===== src/rtl/regfile_w2r2.sv =====
// Y86-64 register file: 15 x DATA_W registers, two decode read ports, one debug read port, two write-back write ports, and a saturating count of committed writes.
// Latency: reads are combinational (0 cycles, pre-edge contents); writes take effect at the rising edge.
// Backpressure: none; every qualified write is accepted on the edge, and W_en_i=0 leaves all state untouched.
module regfile_w2r2 #(
   parameter int                DATA_W    = 64,
   parameter logic [DATA_W-1:0] RSP_RESET = '0,
   parameter int                CNT_W     = 32
) (
   input  logic              clk_i,
   input  logic              rst_n_i,
   input  logic [3:0]        d_srcA_i,
   input  logic [3:0]        d_srcB_i,
   output logic [DATA_W-1:0] d_rvalA_o,
   output logic [DATA_W-1:0] d_rvalB_o,
   input  logic              W_en_i,
   input  logic [3:0]        W_dstE_i,
   input  logic [DATA_W-1:0] W_valE_i,
   input  logic [3:0]        W_dstM_i,
   input  logic [DATA_W-1:0] W_valM_i,
   input  logic [3:0]        dbg_addr_i,
   output logic [DATA_W-1:0] dbg_data_o,
   output logic [CNT_W-1:0]  wr_cnt_o
);

   localparam logic [3:0] RNONE = 4'hF;
   localparam int         RSP   = 4;

   logic [DATA_W-1:0] regs_q [15];
   logic [DATA_W-1:0] regs_d [15];
   logic [CNT_W-1:0]  cnt_q;
   logic [CNT_W-1:0]  cnt_d;

   logic              e_wr;
   logic              m_wr;
   logic              coll;
   logic [1:0]        n_wr;
   logic [CNT_W:0]    cnt_sum;

   // Write qualification: W_en_i gates first, so X on a dst while idle cannot leak into state.
   always_comb begin
      e_wr = W_en_i && (W_dstE_i != RNONE);
      m_wr = W_en_i && (W_dstM_i != RNONE);
      coll = e_wr && m_wr && (W_dstE_i == W_dstM_i);
      if (e_wr && m_wr && !coll) begin
         n_wr = 2'd2;
      end else if (e_wr || m_wr) begin
         n_wr = 2'd1;
      end else begin
         n_wr = 2'd0;
      end
   end

   // Next register contents; the M port is applied last, so it wins when both ports target one register (popq %rsp).
   always_comb begin
      for (int i = 0; i < 15; i++) begin
         regs_d[i] = regs_q[i];
         if (e_wr && (W_dstE_i == 4'(i))) begin
            regs_d[i] = W_valE_i;
         end
         if (m_wr && (W_dstM_i == 4'(i))) begin
            regs_d[i] = W_valM_i;
         end
      end
   end

   // Saturating counter: the extra top bit catches any overflow, including +2 from max-1.
   always_comb begin
      cnt_sum = {1'b0, cnt_q} + (CNT_W+1)'(n_wr);
      if (cnt_sum[CNT_W]) begin
         cnt_d = '1;
      end else begin
         cnt_d = cnt_sum[CNT_W-1:0];
      end
   end

   // State registers; asynchronous reset wins over any write pending in the same cycle.
   always_ff @(posedge clk_i or negedge rst_n_i) begin
      if (!rst_n_i) begin
         for (int i = 0; i < 15; i++) begin
            regs_q[i] <= (i == RSP) ? RSP_RESET : '0;
         end
         cnt_q <= '0;
      end else begin
         for (int i = 0; i < 15; i++) begin
            regs_q[i] <= regs_d[i];
         end
         cnt_q <= cnt_d;
      end
   end

   // Read ports: no bypass from the write ports; RNONE reads as zero.
   always_comb begin
      d_rvalA_o  = (d_srcA_i   == RNONE) ? '0 : regs_q[d_srcA_i];
      d_rvalB_o  = (d_srcB_i   == RNONE) ? '0 : regs_q[d_srcB_i];
      dbg_data_o = (dbg_addr_i == RNONE) ? '0 : regs_q[dbg_addr_i];
      wr_cnt_o   = cnt_q;
   end

endmodule


===== config.mk =====
export PLATFORM = sky130hd
export DESIGN_NAME = regfile_w2r2
export DESIGN_NICKNAME = d
export VERILOG_FILES = /design/src/rtl/regfile_w2r2.sv
export SDC_FILE = /design/constraint.sdc
export NUM_CORES = 2
export LEC_CHECK = 0
export CORE_ASPECT_RATIO = 0.75
export CORE_MARGIN = 8
export CORE_UTILIZATION = 55
export CTS_CLUSTER_DIAMETER = 80
export CTS_CLUSTER_SIZE = 8
export DETAILED_ROUTE_END_ITERATION = 10
export GPL_ROUTABILITY_DRIVEN = 0
export PLACE_DENSITY_LB_ADDON = 0.08
export SLEW_MARGIN = 20
export SYNTH_ARGS = -nofsm -noshare
export SYNTH_HDL_FRONTEND = slang
export SYNTH_SLANG_ARGS = --single-unit

===== constraint.sdc =====
create_clock -name clk_i -period 3.53 [get_ports clk_i]
set_input_delay 0.706 -clock clk_i [delete_from_list [all_inputs] [get_ports clk_i]]
set_output_delay 0.706 -clock clk_i [all_outputs]
set_load 0.005 [all_outputs]

* Word-level counts from Yosys, hierarchy flattened *
Index checks and enable logic that the tools add are counted.

cells by class
  eq/ne operators = 34
  add/sub/neg operators = 1
  multipliers = 0
  shift-type cells = 0
  divide/modulo/power cells = 0
  bitwise operators = 3
  reduce and logical (&&, ||, !) cells = 54
  multiplexer cells = 45
  order comparisons = 3

operators by type and width
  operator                                             count
  2-to-1 mux 64 bit                                    39
  binary-select mux 64 bit (select 4 bit)              3
  equality test 4 bit, second input constant           17
  logical AND 1 bit                                    35
  adder 32 x 2 -> 33 bit                               1
  equality test 4 x 3 -> 1 bit, second input constant  8
  2-to-1 mux 32 bit                                    1
  nonzero test 2 bit                                   15
  equality test 4 x 2 -> 1 bit, second input constant  4
  >= comparator 5 bit, second input constant           3
  NOT 4 -> 5 bit                                       3
  equality test 4 x 1 -> 1 bit, second input constant  2
  logical NOT 4 bit                                    2
  != test 4 bit, second input constant                 2
  equality test 4 bit                                  1
  2-to-1 mux 2 bit                                     1
  logical NOT 1 bit                                    1
  logical OR 1 bit                                     1
  2-to-1 mux 1 bit                                     1

word-level totals
  input bits = 151
  output and inout bits = 224
  bits in latches = 0
  memory bits (read-only) = 0
  logic and storage cells = 156
  register bits after elaboration = 992
  memories = 0
  RAM bits = 0

* Logic depth before layout (Yosys ltp) *
  depth after elaboration = 9
  gate-level depth with buffers = 13
  mapped depth without buffers = 11

* Least setup slack after synthesis *
No wires, ideal clock.

  kind = input to register
  start point = input port W_dstM_i[0]
  end point = register cnt_q[30], in the netlist wr_cnt_o[30]
  path slack = 0.090 ns
  arrival time = 3.312 ns
  stages on the path = 13
  library setup time = 0.128 ns
  required time = 3.402 ns
  buffers on the path = 2
  path through = buf_2 -> xor2_1 -> nor4_1 -> nor2_1 -> nor2_1 -> ha_1 -> inv_1 -> fa_1 -> and4b_1 -> clkbuf_1 -> nand4_1 -> nor4_1 -> mux2_1

between the ends
  longest elaborated chain between the ends = 9
  elaborated cells on any way between the ends = 12
  those cells by class = add/sub (1); eq/ne (2); mux (3); reduce/logical (6)

ends and longest elaborated chain
  item                      RTL line  source
  start: declaration        18        input logic [3:0] W_dstM_i,
  != test 4 bit             42        m_wr = W_en_i && (W_dstM_i != RNONE);
  logical AND 1 bit         42
  logical AND 1 bit         43, 44
  logical AND 1 bit         43        coll = e_wr && m_wr && (W_dstE_i == W_dstM_i);
  logical NOT 1 bit         44        if (e_wr && m_wr && !coll) begin
  logical AND 1 bit         44
  2-to-1 mux 2 bit *        44
  adder 32 x 2 -> 33 bit *  68        cnt_sum = {1'b0, cnt_q} + (CNT_W+1)'(n_wr);
  2-to-1 mux 32 bit *       69        if (cnt_sum[CNT_W]) begin
  net cnt_d[30]             31        logic [CNT_W-1:0] cnt_d;
  end signal: assignment    87        cnt_q <= cnt_d;
  end: declaration          30        logic [CNT_W-1:0] cnt_q;

Mark *: on every way through the listed nets, which the timed path passes. The rest lies on a longest branch.
A chain may end at the register's enable or synchronous reset.

* Final worst setup path *
  start point = register regs_q[597] (netlist name)
  end point = output port d_rvalA_o[21]

between the ends
  longest elaborated chain between the ends = 4

ends and longest elaborated chain
  item                                                  RTL line  source
  start: declaration                                    28        logic [DATA_W-1:0] regs_q [15];
  start signal: indexed assignment                      80        regs_q[i] <= (i == RSP) ? RSP_RESET : '0;
  start signal: indexed assignment                      85        regs_q[i] <= regs_d[i];
  binary-select mux 64 bit (select 4 bit)               93        d_rvalA_o = (d_srcA_i == RNONE) ? '0 : regs_q[d_srcA_i];
  2-to-1 mux 64 bit (not written as such) (2 in a row)  93
  2-to-1 mux 64 bit                                     93
  end: declaration                                      13        output logic [DATA_W-1:0] d_rvalA_o,

Every way passes these cells. The select of a mux whose other input is x is not followed.

==> run summary <==
Status -> finished with violations
Violated checks -> design-rule violations, negative setup slack
Yosys top cell area share -> 35.8%
Average size of a mapped cell -> 10.6 sq um
Worst min path class -> flop to flop
Switch share -> 32.8%
Die ar. -> 138000 sq um
Largest net degree at the start of global routing -> 108
Htree depth -> 4
RSZ-0062 raised after global routing -> yes
Tmin final -> 3.54 ns
Max-Cap Viols -> 0
Vias in the first global route -> 59000
Clock tree buffer depth -> 3
Worst-Margin Slew -> 0.923 ns
Core area -> 126000 sq um
Pint -> 0.0296 W
DR iter-0 viols -> 8204
Part of the cycle the worst path needs -> 100%
Synth Flop Type -> dfrtp_1
Worst clock skew -> 0.00438 ns
Syn. warnings -> 0
Peak VDD IR -> 0.535 mV
Maximum clock rate -> 283 MHz
Vias -> 60000
Synthesized area -> 69400 sq um
Flop pwr share -> 39.5%
Final Hold Vio Count -> 0
Max Slew Vio Count -> 0
Drt total wl -> 274000 um
I/O pins -> 375
Post-route ant nets -> 0
Required @ worst endpoint -> 2.82 ns
Post-synthesis cell count -> 6548
CTS tree -> built
CTS Buf Count -> 141
# setup viols final -> 1
Remaining DRCs -> 2
Initial antenna violation count -> 30
Register bit total from synthesis -> 992
Clk_lat worst skew -> 0.77 ns
Clock slew seen by the registers of the worst setup and hold paths -> 0.05 ns
Post-route setup slack -> -0.00705 ns
Crit start category -> flop
Power share of the combinational group -> 32.0%
Post-Syn Nets -> 6702
Setup crit end kind -> output port
Area Growth Syn to Fin -> 20.6%
Num rows -> 113
Yosys cell types -> 51
Clk network pwr share -> 28.5%
Power Total -> 0.0440 W
Placed instance area -> 78800 sq um
Asr flop ratio synth -> 100%
Grt total ovfl -> 0
Yosys top cell by area -> dfrtp_1
Critical Path AT -> 2.83 ns
PortBufs -> 374
Worst hold margin -> 0.565 ns
DPL Wire Length -> 169000 um
DR WL/cell -> 31.9 um
Final #Nets -> 7041
Die H -> 324 um
Root Driver -> clkbuf_16
Critical setup path kind -> flop to output port
Starting Density -> 55.1%
Clock Sinks -> 992
P per Cell Area -> 526 nW/um^2
Slew Limit Headroom -> 38.3%
Largest fanout on the critical path -> 4
GRT Util Overall -> 38.5%
Pre-CTS setup slack -> -0.497 ns
First-pass GRT wire length -> 398000 um
Most area-consuming cells after synthesis -> dfrtp_1 36%, mux2i_1 19%, mux4_2 19%
P_sw -> 0.0144 W
Design area -> 83700 sq um
Number of synthesized flops with an enable pin -> 0
Sequential area share after synthesis -> 35.8%
Die W -> 426 um
Fin Setup TNS -> -0.00705 ns
Vias/cell -> 6.98
Leakage power -> 34.5 nW
Drt pass-1 iters -> 9
Fraction of final layout cells sized beyond drive strength 1 -> 20.6%
==> synth_stat cells (12+ instances only) <==
cell type  count
nand4_1       12
nor2b_1      197
nor2_1       775
nand2_1      221
mux4_2       576
buf_4         24
buf_1         59
o2bb2ai_1    192
dfrtp_1      992
buf_2        222
a21oi_1      964
clkbuf_1     438
nand3_1       18
a211oi_1     192
mux2i_1     1345
o21ai_0       77
o21ai_1      124
==> layout by cell type (no fill, tap or decap), types with 5 or more instances in the layout <==
| cell type | Yosys | final |
|---|---|---|
| a211oi_1 | 192 | 140 |
| a211oi_2 | 0 | 52 |
| nand3_1 | 18 | 16 |
| dfrtp_1 | 992 | 992 |
| clkdlybuf4s50_1 | 0 | 350 |
| nand2b_1 | 6 | 6 |
| nand2_1 | 221 | 217 |
| a21oi_1 | 964 | 945 |
| or4_1 | 8 | 8 |
| o21ai_1 | 124 | 124 |
| mux4_2 | 576 | 576 |
| inv_6 | 0 | 5 |
| diode_2 | 0 | 22 |
| clkbuf_16 | 0 | 156 |
| mux2i_1 | 1345 | 1345 |
| buf_6 | 0 | 14 |
| o2bb2ai_1 | 192 | 192 |
| xor2_1 | 10 | 10 |
| buf_8 | 0 | 9 |
| and4_1 | 5 | 5 |
| nor2_4 | 1 | 9 |
| nor2_1 | 775 | 775 |
| dlymetal6s2s_1 | 0 | 8 |
| nor2b_1 | 197 | 194 |
| buf_12 | 0 | 191 |
| or2_4 | 0 | 6 |
| inv_1 | 5 | 5 |
| buf_16 | 0 | 13 |
| buf_4 | 24 | 340 |
| a21oi_2 | 0 | 19 |
| a31oi_1 | 9 | 9 |
| nor4_1 | 8 | 8 |
| nand4_1 | 12 | 12 |
| o21ai_0 | 77 | 77 |
==> through the flow <==
step                cells  util, %
floorplan            6548        -
global placement     8369     62.5
detailed placement   8369     62.5
CTS                  8538     65.9
global route         8581     66.4
finish               8587     66.4
==> timing repair <==
item	4_1_cts	5_1_grt
gates resized for setup	53	60
setup buffers	10	19
hold buffers	1	0
setup endpoints to repair	92	114
pin swaps	0	4
gates cloned	4	8
hold endpoints to repair	24	0
==> state kept, by name (all words and copies together) (netlist names) <==
signal    count
regs_q      960
wr_cnt_o     32
==> final timing paths <==
path	to	startpoint	slack, ns	depth (start not counted)
worst min-delay path	regs_q[560]	regs_q[560]	0.56	2
worst max register to register	wr_cnt_o[30]	wr_cnt_o[5]	1.09	4
max in group asynchronous	regs_q[262]	rst_n_i	1.84	3
worst max-delay path	d_rvalA_o[21]	regs_q[597]	-0.007	5
worst min register to register	regs_q[560]	regs_q[560]	0.56	2
min in group asynchronous	regs_q[854]	rst_n_i	0.57	2
==> power by group through the flow <==
stage	sequential (W)	clock (W)	combinational, W
2_1_floorplan	0.0163	0	0.00912
3_3_place_gp	0.0171	0	0.0133
3_5_place_dp	0.0173	0	0.0137
4_1_cts	0.0172	0.0126	0.0138
5_1_grt	0.0177	0.0131	0.0151
6_report	0.0174	0.0125	0.0141
==> cells by family (layout without fill, tap and decap cells) <==
family | after synthesis | after routing | synth area share [%]
muxes | 1925 | 1925 | 38.2
AOI/OAI and AO/OA | 1571 | 1571 | 13.1
and+or+nand+nor | 1293 | 1293 | 8.11
DFF | 992 | 992 | 35.8
buffers and inverters | 750 | 1100 | 4.59
xor gates and xnor gates | 14 | 14 | 0.177
adders and majority gates | 3 | 3 | 0.0649
other | 0 | 22 | 0
==> area by class of cell <==
type                    count  area, sq um
diodes                     22         55.1
clock buffers             148         3700
clock inverters             6         60.1
fillers                  9698        42300
inverters                   5         18.8
multi-input cells        4806        41900
flip-flops and latches    992        24800
well taps                1667         2090
repair buffers            941        11000
==> worst max-delay path, stage by stage (launching register included) <==
cell and delay (ns):
dfrtp_1 0.41, mux4_2 0.47, nor2b_1 0.14, a211oi_1 0.41
a21oi_2 0.13, clkdlybuf4s50_1 0.48
==> metal layers <==
metal / GRT usage [%] / share of wire (%) / vias up
met5: 0 / 0.034 / -
met4: 19.4 / 5.0 / 16
met3: 10.0 / 11 / 806
met2: 57.3 / 44 / 4095
met1: 52.4 / 39 / 29900
li1: - / - / 25100
(Power assumes the default switching activity.)
